File: src/rtl/divu_hilo_if.sv
// Start/operand/result bundle between the EX-stage ALU control and the HI/LO divider.
interface divu_hilo_if #(
   parameter int unsigned WIDTH = 32
);
   logic             divReset;
   logic [WIDTH-1:0] dividend;
   logic [WIDTH-1:0] divisor;
   logic [WIDTH-1:0] hi;
   logic [WIDTH-1:0] lo;
   logic             busy;
   logic             done;
   logic             div_zero;

   modport master (
      output divReset, dividend, divisor,
      input  hi, lo, busy, done, div_zero
   );

   modport slave (
      input  divReset, dividend, divisor,
      output hi, lo, busy, done, div_zero
   );
endinterface

File: src/rtl/divu_hilo.sv
// Multi-cycle restoring unsigned divider; quotient lands in LO, remainder in HI.
module divu_hilo #(
   parameter int unsigned WIDTH = 32
) (
   input logic        clk,
   input logic        reset,
   divu_hilo_if.slave bus
);
   localparam int unsigned CW = $clog2(WIDTH) + 1;

   typedef enum logic [1:0] {IDLE, RUN, DONE} state_t;

   state_t           state, state_nxt;
   logic [WIDTH-1:0] dvsr, q, rem;
   logic [CW-1:0]    cnt;

   logic             start_c, zero_c, last_c, ge_c;
   logic [WIDTH:0]   rem_sh_c;
   logic [WIDTH-1:0] rem_nxt_c, q_nxt_c;

   // One restoring step; the extra top bit keeps the shifted remainder from overflowing.
   always_comb begin
      rem_sh_c  = {rem, q[WIDTH-1]};
      ge_c      = (rem_sh_c >= {1'b0, dvsr});
      rem_nxt_c = ge_c ? WIDTH'(rem_sh_c - {1'b0, dvsr}) : rem_sh_c[WIDTH-1:0];
      q_nxt_c   = {q[WIDTH-2:0], ge_c};
   end

   assign start_c = bus.divReset && (state != RUN);
   assign zero_c  = (bus.divisor == '0);
   assign last_c  = (cnt == CW'(WIDTH - 1));

   always_comb begin
      state_nxt = state;
      case (state)
         IDLE, DONE: begin
            if (start_c) state_nxt = zero_c ? DONE : RUN;
            else         state_nxt = IDLE;
         end
         RUN: begin
            if (last_c) state_nxt = DONE;
         end
         default: state_nxt = IDLE;
      endcase
   end

   always_ff @(posedge clk) begin
      if (reset) begin
         state        <= IDLE;
         dvsr         <= '0;
         q            <= '0;
         rem          <= '0;
         cnt          <= '0;
         bus.hi       <= '0;
         bus.lo       <= '0;
         bus.busy     <= 1'b0;
         bus.done     <= 1'b0;
         bus.div_zero <= 1'b0;
      end else begin
         state    <= state_nxt;
         bus.busy <= (state_nxt == RUN);
         bus.done <= (state_nxt == DONE);
         if (start_c) begin
            if (zero_c) begin
               // Divide-by-zero completes at the accept edge without iterating.
               bus.hi       <= bus.dividend;
               bus.lo       <= '1;
               bus.div_zero <= 1'b1;
            end else begin
               dvsr         <= bus.divisor;
               q            <= bus.dividend;
               rem          <= '0;
               cnt          <= '0;
               bus.div_zero <= 1'b0;
            end
         end else if (state == RUN) begin
            q   <= q_nxt_c;
            rem <= rem_nxt_c;
            cnt <= cnt + CW'(1);
            if (last_c) begin
               bus.hi <= rem_nxt_c;
               bus.lo <= q_nxt_c;
            end
         end
      end
   end
endmodule

File: src/flat_wrapper.sv
// flat-port wrapper written by rule: the top's interface ports become plain ports
module divu_hilo_flat 
#(
   parameter int unsigned WIDTH = 32
)
  (clk, reset, bus_divReset, bus_dividend, bus_divisor, bus_hi, bus_lo, bus_busy, bus_done, bus_div_zero);
  divu_hilo_if #(.WIDTH(WIDTH)) bus_i ();
  input logic clk;
  input logic reset;
  input wire logic [$bits(bus_i.divReset)-1:0] bus_divReset;
  input wire logic [$bits(bus_i.dividend)-1:0] bus_dividend;
  input wire logic [$bits(bus_i.divisor)-1:0] bus_divisor;
  output wire logic [$bits(bus_i.hi)-1:0] bus_hi;
  output wire logic [$bits(bus_i.lo)-1:0] bus_lo;
  output wire logic [$bits(bus_i.busy)-1:0] bus_busy;
  output wire logic [$bits(bus_i.done)-1:0] bus_done;
  output wire logic [$bits(bus_i.div_zero)-1:0] bus_div_zero;
  assign bus_i.divReset = bus_divReset;
  assign bus_i.dividend = bus_dividend;
  assign bus_i.divisor = bus_divisor;
  assign bus_hi = bus_i.hi;
  assign bus_lo = bus_i.lo;
  assign bus_busy = bus_i.busy;
  assign bus_done = bus_i.done;
  assign bus_div_zero = bus_i.div_zero;
  divu_hilo #(.WIDTH(WIDTH)) u_core (.clk(clk), .reset(reset), .bus(bus_i));
endmodule
File: config.mk
export PLATFORM = sky130hd
export DESIGN_NAME = divu_hilo_flat
export DESIGN_NICKNAME = d
export VERILOG_FILES = /design/src/rtl/divu_hilo_if.sv /design/src/rtl/divu_hilo.sv /design/src/flat_wrapper.sv
export SDC_FILE = /design/constraint.sdc
export NUM_CORES = 1
export LEC_CHECK = 0
export BUFFER_PORTS_ARGS = -buffer_cell sky130_fd_sc_hd__buf_2
export CAP_MARGIN = 0
export CORE_MARGIN = 2
export CORE_UTILIZATION = 25
export CTS_CLUSTER_SIZE = 30
export DETAILED_ROUTE_END_ITERATION = 10
export GPL_TIMING_DRIVEN = 0
export PLACE_DENSITY = 0.53
export SLEW_MARGIN = 30
export SYNTH_ARGS = -nofsm -noshare
export SYNTH_HDL_FRONTEND = slang
export SYNTH_SLANG_ARGS = --single-unit
File: constraint.sdc
create_clock -name clk -period 3.1 [get_ports clk]
set_input_delay 0.62 -clock clk [delete_from_list [all_inputs] [get_ports clk]]
set_output_delay 0.62 -clock clk [all_outputs]
set_load 0.01 [all_outputs]
* Yosys cells after proc, flatten, opt, wreduce, memory -nomap -nowiden
Cells that the tools add are included.
** Cells by class
- Equal/unequal tests :: 8
- Multiplexer cells :: 23
- Bitwise operators :: 1
- Order comparisons :: 1
- Reduce and logical (&&, ||, !) cells :: 9
- Add/sub/neg operators :: 2
** Operators by type and width (count)
- $mux W32 :: 15
- $ge A33 B32 Y1 :: 1
- $logic_not A32 Y1 :: 1
- $sub A32 B32 Y32 :: 1
- $mux W6 :: 3
- $add A6 B1 Y6 const B :: 1
- $eq A6 B5 Y1 const B :: 1
- $mux W2 :: 3
- $eq A2 B1 Y1 const B :: 2
- $eq A2 B2 Y1 const B :: 2
- $ne A2 B2 Y1 const B :: 2
- $pmux W2 S2 :: 1
- $reduce_and A2 Y1 :: 2
- $reduce_bool A2 Y1 :: 2
- $reduce_and A3 Y1 :: 1
- $logic_not A2 Y1 :: 1
- $ne A2 B1 Y1 const B :: 1
- $reduce_or A2 Y1 :: 1
- $logic_and A1 B1 Y1 :: 1
- $mux W1 :: 1
- $not A1 Y1 :: 1
** Storage, ports and cells
- Bits in registers :: 171
- Output and inout bits :: 67

* Longest topological paths before layout
Gate-level depths: netlist of the first run.
- Word-level depth :: 5
- Depth in mapped cells :: 14
- Mapped depth without buffers :: 13

* Least setup slack after synthesis of the first run
OpenSTA, ideal clock, no wires.
- Path kind :: register -> register
- From :: reg u_core.q[31]
- To :: reg u_core.bus.hi[22]
- Path buffers :: 0
- Data arrival time :: 2.664 ns
- Slack :: 0.314 ns
- Cell stages (with the launch flop) :: 14
- Path through :: dfxtp_1 inv_1 ha_1 inv_1 fa_1 a21o_1 a221oi_4 o31ai_4 a311oi_4 o21ai_2 a21oi_2 xor2_1 o21ai_1 a221o_1
** On the way
- Longest elaborated chain between the ends :: 5
** RTL lines
- from (decl) :: RTL line divu_hilo.sv:14 : logic [WIDTH-1:0] dvsr, q, rem;
- from (signal assigned) :: RTL line divu_hilo.sv:71 : q <= bus.dividend;
- from (signal assigned) :: RTL line divu_hilo.sv:77 : q <= q_nxt_c;
- $sub A32 B32 Y32 or $ge A33 B32 Y1 (tied branches) :: RTL line divu_hilo.sv:25, divu_hilo.sv:24
- $mux W32 (*) :: RTL line divu_hilo.sv:25 : rem_nxt_c = ge_c ? WIDTH'(rem_sh_c - {1'b0, dvsr}) : rem_sh_c[WIDTH-1:0];
- $mux W32 (*) :: RTL line divu_hilo.sv:80 : if (last_c) begin
- $mux W32 (*) :: RTL line divu_hilo.sv:76 : end else if (state == RUN) begin
- $mux W32 (*) :: RTL line divu_hilo.sv:63 : if (start_c) begin
- to (signal assigned) :: RTL line divu_hilo.sv:66 : bus.hi <= bus.dividend;
- to (signal assigned) :: RTL line divu_hilo.sv:81 : bus.hi <= rem_nxt_c;
- to (decl) :: RTL line divu_hilo_if.sv:21 : output hi, lo, busy, done, div_zero
Mark *: on every way between the ends. The rest lies on a longest branch, timed or not. The select of a mux whose other input is x is not followed.
A chain may end at the register's enable or synchronous reset.

* Final worst setup path of the first run
Same ends and word-level chain as after synthesis.

==> flow_summary.yaml, run 1 <==
route:
  postRouteAntennaNets: 0
  vias: 8572
  detail_route.wl_per_cell_um: 17.9
  firstDrtPassIters: 5
  post_drt_via_cell_ratio: 4.91
  drc: 0
  drt_iter0_drc: 612
  drt-total-wl_um: 31300
synth:
  syn_avg_cell_area_sq_um: 7.83
  syn-cell-area_sq_um: 8770
  synth.net_count: 1221
  ys_seq_elements: 171
  synth-edff-count: 0
  yosysSeqAreaShare: 0.390
  netlist_instances: 1120
  synthFlopType: "dfxtp_1"
  synth_cell_types: 63
  ys_async_sr_fraction: 0
  ys_warn_count: 0
finish:
  nFillCells: 3804
  antenna_cells: 0
  design_area_sq_um: 10900
  fin_util: 0.315
  final-seq-area_sq_um: 3430
  multi_input_area_sq_um: 5070
  syn2layout_area_growth_pct: 24.3
  layout.nets: 1380
  drive_gt1_frac: 0.205
  final_cells: 1747
min_path:
  worstHoldPathType: "input pin to flip-flop"
  holdPathStages: 3
  min_to: "u_core.dvsr[5]"
  min_from: "bus_divisor[5]"
power:
  clkPwrFrac: 0.229
  combPwrFrac: 0.501
  p_leak_nw: 4.46
  power_density_nw_per_um2: 850
  p_sw_frac: 0.416
  p_seq_frac: 0.270
  p_switching_mw: 3.85
  p_int_mw: 5.41
  vdd_drop_max_v: 0.000562
clock_network:
  cts_root_buffer: "clkbuf_16"
  numCtsBuffers: 17
  cts_buffer_depth: 2
  htree_levels: 4
  worstSkewPairLatency_ns: 0.45
  cts_tree: "yes"
  path_clk_slew_ns: 0.07
  clock-sinks: 171
critical_path:
  path_buf_inv: 2
  slowest_delay_ns: 0.37
  timing.rr.start: "u_core.q[31]"
  crit_family: "compound AO/OA/AOI/OAI gates"
  cp-start-kind: "flip-flop"
  critPathSlowestCell: "dfxtp_4"
  cp_max_fo: 3
  reg2reg_slack_ns: 0.05
  critPathKind: "flip-flop to flip-flop"
  path_common_cell: "o21ai_2"
  r2r_cells: 13
  critical_path_required_ns: 3.43
  arrival_ns: 3.38
  cp_cell_sequence: "inv_4, ha_4, inv_2, fa_2, a21o_1, a221oi_4, o31ai_4, a311oi_4, o21ai_2, a21oi_2, xor2_2, o21ai_2, a221o_1"
  crit_cells: 13
  end_kind: "flip-flop"
  reg2reg_to: "u_core.bus.hi[22]"
sta:
  finalHoldViolCount: 0
  fmax_mhz: 328
  setup_tns_ns: 0
  final.setup.worst_slack_ns: 0.0527
  setup_viol: 0
  maxSlewHeadroom: 0.425
  final-max-slew-violation-count: 0
  tightest_slew_ns: 0.863
  rsz0062_at_grt: "yes"
  finClkSkew_ns: 0.0133
  finalCritPeriodShare: 0.983
  fin_crit_ns: 3.05
floorplan:
  num_rows: 68
  start_util: 0.254
  io_pins: 134
  core-area_sq_um: 34500
  die_x_um: 191
  dieArea_sq_um: 36600
  die_h_um: 191
grt:
  grt_remaining_overflow: 0
  grt_usage: 0.170
  antenna_found_initial: 0
  grt_max_degree: 18
  grt_pass1_vias: 8209
  grt_pass1_wl_um: 47600
placement:
  hpwlAfterDp_um: 24600
  place_ws_ns: -0.433
  io_buffers: 132
  dp_cells: 1707
  place_congestion: 0.847
  dpl_cell_area_sq_um: 10000
flow_run:
  drv_cap: 0
status:
  status: "completed"
[worst max-delay path by stage]
stage	start	to	slack (ns)
global route	u_core.q[31]	u_core.bus.hi[22]	-0.04
detailed placement	bus_divisor[3]	u_core.rem[5]	-0.43
CTS	u_core.dvsr[1]	u_core.rem[13]	0.01
global placement	bus_divisor[3]	u_core.rem[30]	-0.39
finish	u_core.q[31]	u_core.bus.hi[22]	0.05
floorplan	u_core.q[31]	u_core.bus.hi[22]	0.31
[logic make-up after synthesis]
family | Yosys count | share of synthesized area
AND/OR/NAND/NOR | 450 | 0.220
XOR/XNOR | 32 | 0.0320
adder cells (fa/ha/maj) | 34 | 0.0494
multiplexers | 25 | 0.0285
AO/OA/AOI/OAI | 285 | 0.221
buffers and inverters | 123 | 0.0585
flip-flops | 171 | 0.390
[per-stage QoR]
step,total power [mW],hold WS [ns]
final,9.27,0.423
after global routing,9.77,0.433
after CTS,8.60,0.418
after detailed placement,6.36,0.449
after global placement,6.34,0.443
after floorplan,5.31,0.436
[power by group through the flow]
stage	Clock, mW	Combinational, mW	Sequential [mW]
floorplan	0	2.84	2.47
finish	2.12	4.64	2.50
CTS	2.14	3.98	2.48
detailed placement	0	3.83	2.53
global route	2.23	5.02	2.51
global placement	0	3.81	2.53
[registers in the layout, summed over array words and instances (netlist names)]
signal and cells:
u_core.dvsr 32, u_core.bus.div_zero 1, u_core.bus.lo 32, u_core.cnt 6
u_core.rem 32, u_core.q 32, u_core.state 2, u_core.bus.busy 1
u_core.bus.done 1, u_core.bus.hi 32
[worst reg2reg max path: stages (launching register included)]
cell and delay, ns:
dfxtp_4 0.37, inv_4 0.08, ha_4 0.13, inv_2 0.03, fa_2 0.35, a21o_1 0.21, a221oi_4 0.30, o31ai_4 0.16
a311oi_4 0.36, o21ai_2 0.12, a21oi_2 0.18, xor2_2 0.20, o21ai_2 0.11, a221o_1 0.33
[layer usage]
metal	track usage	share of wire	vias up
li1	-	-	4239
met2	0.263	0.43	306
met1	0.240	0.48	3986
met3	0.0303	0.069	41
met5	0	0	-
met4	0.0524	0.021	0
[cell type report]
cell class	instances	area share
repair buffers	142	0.0675
clock buffers	19	0.0407
inverters	43	0.0150
multi-input cells	826	0.465
flip-flops and latches	171	0.315
clock inverters	13	0.0109
plain buffers	78	0.0334
well taps	455	0.0523
[cell usage in the layout, fill, tap and decap left out, types with 4 or more instances in the layout]
cell         n
buf_4       11
xor2_1      14
nand4_1     16
nor3_1      67
or2_2        4
ha_1        31
inv_8        4
dfxtp_1    166
o2bb2a_1     4
inv_6        6
o21ai_0     56
nor4_1       9
clkbuf_1    57
o21ai_2      4
mux2i_4      5
o221a_2      5
o21a_1      10
mux2i_2      8
nand3_1      4
a311oi_1    33
or3_1        4
mux2i_1     12
nor2_1     128
xnor2_1     16
dfxtp_2      4
and3_1       5
a211oi_1    13
a21oi_2      7
inv_1       40
nand2_1    197
o21bai_1     7
clkbuf_16   17
buf_2      144
a21oi_1     85
a21o_1      11
a31o_2      10
[cell usage after synthesis, types with 15 or more instances]
cell type | count | area share
nand2_1 | 198 | 0.085
dfxtp_1 | 171 | 0.39
nor2_1 | 130 | 0.056
a21oi_1 | 91 | 0.052
nor3_1 | 67 | 0.038
clkbuf_1 | 58 | 0.025
o21ai_0 | 57 | 0.033
inv_1 | 42 | 0.018
a311oi_1 | 35 | 0.035
ha_1 | 33 | 0.047
mux2i_1 | 25 | 0.029
xnor2_1 | 17 | 0.017
nand4_1 | 16 | 0.011
xor2_1 | 15 | 0.015
[what timing repair did]
item | in CTS | in global routing
setup buffers | 5 | 5
endpoints found under the setup margin | 12 | 53
gates resized for setup | 9 | 50
hold buffers | 0 | 0
pin swaps | 5 | 16
No activity file was read; power rests on OpenSTA's default activity.
==> run 2: changes to the inputs <==
- CORE_UTILIZATION: 25 -> 57
- PLACE_DENSITY: 0.53 -> 0.91
==> run 2 against run 1 <==
Compared with the run above: core utilization rose by 39 points; first-iteration DRC count rose by 62%; largest cell class unchanged; clock power barely moved; flip-flop and latch count did not move; count of clock-buffer cells in the layout rose by 1.
==> flow_summary.yaml, run 2 (synthesis gave the netlist of run 1 again) <==
finish:
  mostFrequentLayoutCells: "nand2_1, dfxtp_1, buf_2"
  nFillCells: 1157
  layout_commonest_cell: "nand2_1"
  layout.nets: 1386
  syn2layout_area_growth_pct: 21.2
  drive_gt1_frac: 0.206
  antenna_cells: 0
critical_path:
  reg2reg_slack_ns: 0.009
  end_kind: "flip-flop"
  arrival_ns: 3.40
  cp_max_fo: 6
  r2r_cells: 13
  critical_path_required_ns: 3.41
  critPathKind: "flip-flop to flip-flop"
  cp-start-kind: "flip-flop"
  timing.rr.start: "u_core.dvsr[1]"
  reg2reg_to: "u_core.bus.hi[13]"
route:
  drc: 0
  detail_route.wl_per_cell_um: 18.9
  drt_iter0_drc: 994
  firstDrtPassIters: 7
  drt-total-wl_um: 28100
  post_drt_via_cell_ratio: 6.12
  postRouteAntennaNets: 0
  vias: 9094
clock_network:
  cts_buffer_depth: 2
  htree_levels: 4
  clock-sinks: 171
  numCtsBuffers: 17
  worstSkewPairLatency_ns: 0.44
  cts_root_buffer: "clkbuf_16"
  path_clk_slew_ns: 0.07
  cts_tree: "yes"
  holdBufCountCts: 0
floorplan:
  dieArea_sq_um: 16400
  die_x_um: 128
  core-area_sq_um: 15100
  io_pins: 134
  start_util: 0.581
  num_rows: 45
  die_h_um: 128
sta:
  fmax_mhz: 323
  setup_viol: 0
  fin_crit_ns: 3.09
  finalCritPeriodShare: 0.997
  whs_ns: 0.424
  tightest_slew_ns: 0.761
  maxSlewHeadroom: 0.493
  final-max-slew-violation-count: 0
  setup_tns_ns: 0
  final.setup.worst_slack_ns: 0.00879
  finalHoldViolCount: 0
  finClkSkew_ns: 0.0106
power:
  p_leak_nw: 4.52
  p_total_mw: 9.33
  power_density_nw_per_um2: 878
  vdd_drop_max_v: 0.000554
min_path:
  worstHoldPathType: "input pin to flip-flop"
  min_to: "u_core.dvsr[7]"
  min_from: "bus_divisor[7]"
  holdPathStages: 3
grt:
  grt_max_degree: 17
  grt_pass1_wl_um: 42400
  grt_remaining_overflow: 0
  antenna_found_initial: 0
  grt_pass1_vias: 8358
  grt_usage: 0.331
placement:
  hpwlAfterDp_um: 20700
  io_buffers: 132
  place_congestion: 0.999
  place_ws_ns: -0.173
flow_run:
  drv_cap: 0
status:
  status: "completed"
-- run 2: changes by cell type in the layout (fill, tap and decap cells not counted), sizes merged --
cell / previous run / this run
buf: 162 / 167
bufinv: 0 / 1
clkbuf: 77 / 79
clkinv: 2 / 4
inv: 53 / 49
-- run 2: power breakdown --
part	internal (mW)	switching [mW]	total (mW)
Sequential	2.34	0.159	2.50
Combinational	2.06	2.63	4.69
Clock	1.17	0.967	2.14
-- run 2: how the worst max path moves through the flow --
stage | startpoint | slack [ns] | endpoint | depth (start not counted)
finish | u_core.dvsr[1] | 0.009 | u_core.bus.hi[13] | 13
global route | u_core.dvsr[1] | -0.06 | u_core.bus.hi[13] | 13
CTS | u_core.dvsr[1] | -0.04 | u_core.bus.hi[12] | 13
detailed placement | bus_divisor[16] | -0.17 | u_core.rem[30] | 9
global placement | bus_divisor[3] | -0.14 | u_core.rem[30] | 9
floorplan | u_core.q[31] | 0.31 | u_core.bus.hi[22] | 13
-- run 2: metal layers --
| metal | wire, um | vias up | track usage |
|---|---|---|---|
| met2 | 12900 | 566 | 0.542 |
| li1 | - | 4256 | - |
| met3 | 2670 | 110 | 0.0651 |
| met1 | 11200 | 4162 | 0.418 |
| met4 | 1290 | 0 | 0.167 |
| met5 | 0 | - | 0 |
-- run 2: metrics by stage --
step | utilization | instance area [sq um] | cells
after floorplan | - | 8770 | 1120
after global placement | 0.640 | 9660 | 1440
after detailed placement | 0.640 | 9660 | 1440
after CTS | 0.683 | 10300 | 1476
after global routing | 0.704 | 10600 | 1486
final | 0.704 | 10600 | 1486
-- run 2: cell type report --
class                      count  area, sq um  area share
buffer                        78          357      0.0336
timing repair buffer         148          816      0.0768
sequential                   171         3430       0.323
tap                          188          235      0.0221
clock buffer                  20          457      0.0430
clock inverter                12          130      0.0122
inverter                      43          164      0.0154
multi-input combinational    826         5030       0.474
-- run 2: critical path, cell delays in order, from the launching register on --
cell and delay (ns):
dfxtp_2 0.34, inv_2 0.05, ha_1 0.29, nor2b_1 0.17, o31a_1 0.35, o211a_1 0.29
o21ai_4 0.23, nand2_4 0.09, a21boi_4 0.29, buf_8 0.18, buf_12 0.15, mux2i_4 0.30
o21a_1 0.15, a21oi_1 0.08
-- run 2: timing repair --
item,4_1_cts,5_1_grt
resized for setup,8,45
cloned,0,2
buffers inserted,4,10
pin swaps,5,16
setup endpoints to repair,9,47
==> run 3: changes to the inputs <==
- CORE_UTILIZATION: 57 -> 55
- PLACE_DENSITY: 0.91 -> 0.89
==> run 3 against run 2 <==
Compared with the run above: highest routed layer unchanged; count of clock-buffer cells in the layout decreased by 1; hold slack got worse by 0.0011 ns; sequential power about the same; routed wire length decreased by 3.5%; largest cell class unchanged; largest power group unchanged; flip-flop and latch count unchanged.
==> flow_summary.yaml, run 3 (synthesis gave the netlist of run 1 again) <==
floorplan:
  dieArea_sq_um: 17000
  start_util: 0.558
  die_h_um: 130
  die_x_um: 130
  core-area_sq_um: 15700
  num_rows: 46
  io_pins: 134
clock_network:
  numCtsBuffers: 17
  htree_levels: 4
  cts_tree: "yes"
  clock-sinks: 171
  worstSkewPairLatency_ns: 0.44
  path_clk_slew_ns: 0.07
  cts_root_buffer: "clkbuf_16"
  cts_buffer_depth: 2
  holdBufCountCts: 0
power:
  vdd_drop_max_v: 0.000672
  combPwrFrac: 0.493
  p_int_mw: 5.41
  p_sw_frac: 0.404
  clkPwrFrac: 0.232
  p_seq_frac: 0.275
  p_total_mw: 9.08
  p_switching_mw: 3.67
  p_leak_nw: 4.44
  power_density_nw_per_um2: 861
critical_path:
  crit_family: "compound AO/OA/AOI/OAI gates"
  end_kind: "flip-flop"
  reg2reg_slack_ns: 0.03
  r2r_cells: 11
  cp_max_fo: 10
  arrival_ns: 3.41
  path_buf_inv: 1
  reg2reg_to: "u_core.bus.hi[24]"
  cp-start-kind: "flip-flop"
  critical_path_required_ns: 3.44
  critPathKind: "flip-flop to flip-flop"
  slowest_delay_ns: 0.45
  timing.rr.start: "u_core.rem[0]"
  cp_cell_sequence: "ha_1, nor2b_1, o31a_1, o211a_1, o21ai_2, nand2_2, a21boi_4, buf_8, mux2i_1, a211oi_1, a31o_2"
  critPathSlowestCell: "dfxtp_1"
finish:
  drive_gt1_frac: 0.196
  mostFrequentLayoutCells: "nand2_1, dfxtp_1, buf_2"
  antenna_cells: 0
  layout.nets: 1382
  syn2layout_area_growth_pct: 20.2
  fin_util: 0.671
  nFillCells: 1287
  layout_commonest_cell: "nand2_1"
sta:
  finClkSkew_ns: 0.00948
  finalHoldViolCount: 0
  setup_viol: 0
  tightest_slew_ns: 0.734
  fin_crit_ns: 3.07
  finalCritPeriodShare: 0.991
  final-max-slew-violation-count: 0
  maxSlewHeadroom: 0.510
  fmax_mhz: 326
placement:
  io_buffers: 132
  place_congestion: 0.944
  hpwlAfterDp_um: 20600
grt:
  grt_remaining_overflow: 0
  antenna_found_initial: 0
  grt_pass1_vias: 7951
  grt_pass1_wl_um: 41100
  grt_max_degree: 17
  grt_usage: 0.311
flow_run:
  drv_cap: 0
route:
  firstDrtPassIters: 7
  postRouteAntennaNets: 0
  drt_iter0_drc: 1016
  detail_route.wl_per_cell_um: 17.9
  drc: 0
  drt-total-wl_um: 27100
  post_drt_via_cell_ratio: 5.92
  vias: 8939
min_path:
  min_to: "u_core.dvsr[8]"
  min_from: "bus_divisor[8]"
  worstHoldPathType: "input pin to flip-flop"
  holdPathStages: 3
status:
  status: "completed"
==> run 3: routing by layer <==
metal	wire length [um]	track usage
met3	2230	0.0504
met5	0	0
met4	1070	0.148
met1	11400	0.411
met2	12400	0.499
==> run 3: worst min-delay path: stages <==
cell and delay [ns]:
buf_2 0.10, nand2_1 0.05, a21oi_1 0.05
==> run 3: what timing repair did <==
action,CTS,global route
gates cloned,0,1
pin swaps,4,12
resized for setup,4,38
setup buffers,3,7
setup endpoints to repair,7,41
==> run 3: power groups by stage <==
stage / clock, mW / sequential [mW] / combinational [mW]
CTS: 2.09 / 2.47 / 3.76
detailed placement: 0 / 2.52 / 3.69
global placement: 0 / 2.51 / 3.64
global route: 2.18 / 2.50 / 4.76
floorplan: 0 / 2.47 / 2.84
finish: 2.11 / 2.50 / 4.47
==> run 3: worst max-delay path by stage <==
| stage | end | startpoint | slack [ns] | cells past startpoint |
|---|---|---|---|---|
| final | u_core.bus.hi[24] | u_core.rem[0] | 0.03 | 11 |
| after floorplan | u_core.bus.hi[22] | u_core.q[31] | 0.31 | 13 |
| after global placement | u_core.rem[30] | bus_divisor[3] | -0.22 | 9 |
| after detailed placement | u_core.cnt[1] | bus_divisor[3] | -0.27 | 9 |
| after global routing | u_core.bus.hi[0] | u_core.rem[0] | -0.06 | 12 |
| after CTS | u_core.rem[13] | u_core.dvsr[1] | -0.04 | 13 |
==> run 3: area by class of cell <==
cell class	instances	area, sq um	area share
Multi-Input combinational cell	826	4990	0.474
Sequential cell	171	3430	0.325
Timing Repair Buffer	143	761	0.0721
Clock buffer	19	433	0.0411
Buffer	79	364	0.0345
Tap cell	216	270	0.0256
Inverter	43	161	0.0153
Clock inverter	13	133	0.0126
==> run 3: through the flow <==
stage | hold slack (ns) | setup TNS [ns] | area (sq um) | worst slack (ns) | instances
floorplan | 0.436 | 0 | 8770 | 0.314 | 1120
global placement | 0.442 | -2.35 | 9700 | -0.221 | 1468
detailed placement | 0.448 | -2.97 | 9700 | -0.274 | 1468
CTS | 0.423 | -0.103 | 10300 | -0.0371 | 1503
global route | 0.431 | -0.233 | 10500 | -0.0590 | 1510
finish | 0.423 | 0 | 10500 | 0.0281 | 1510
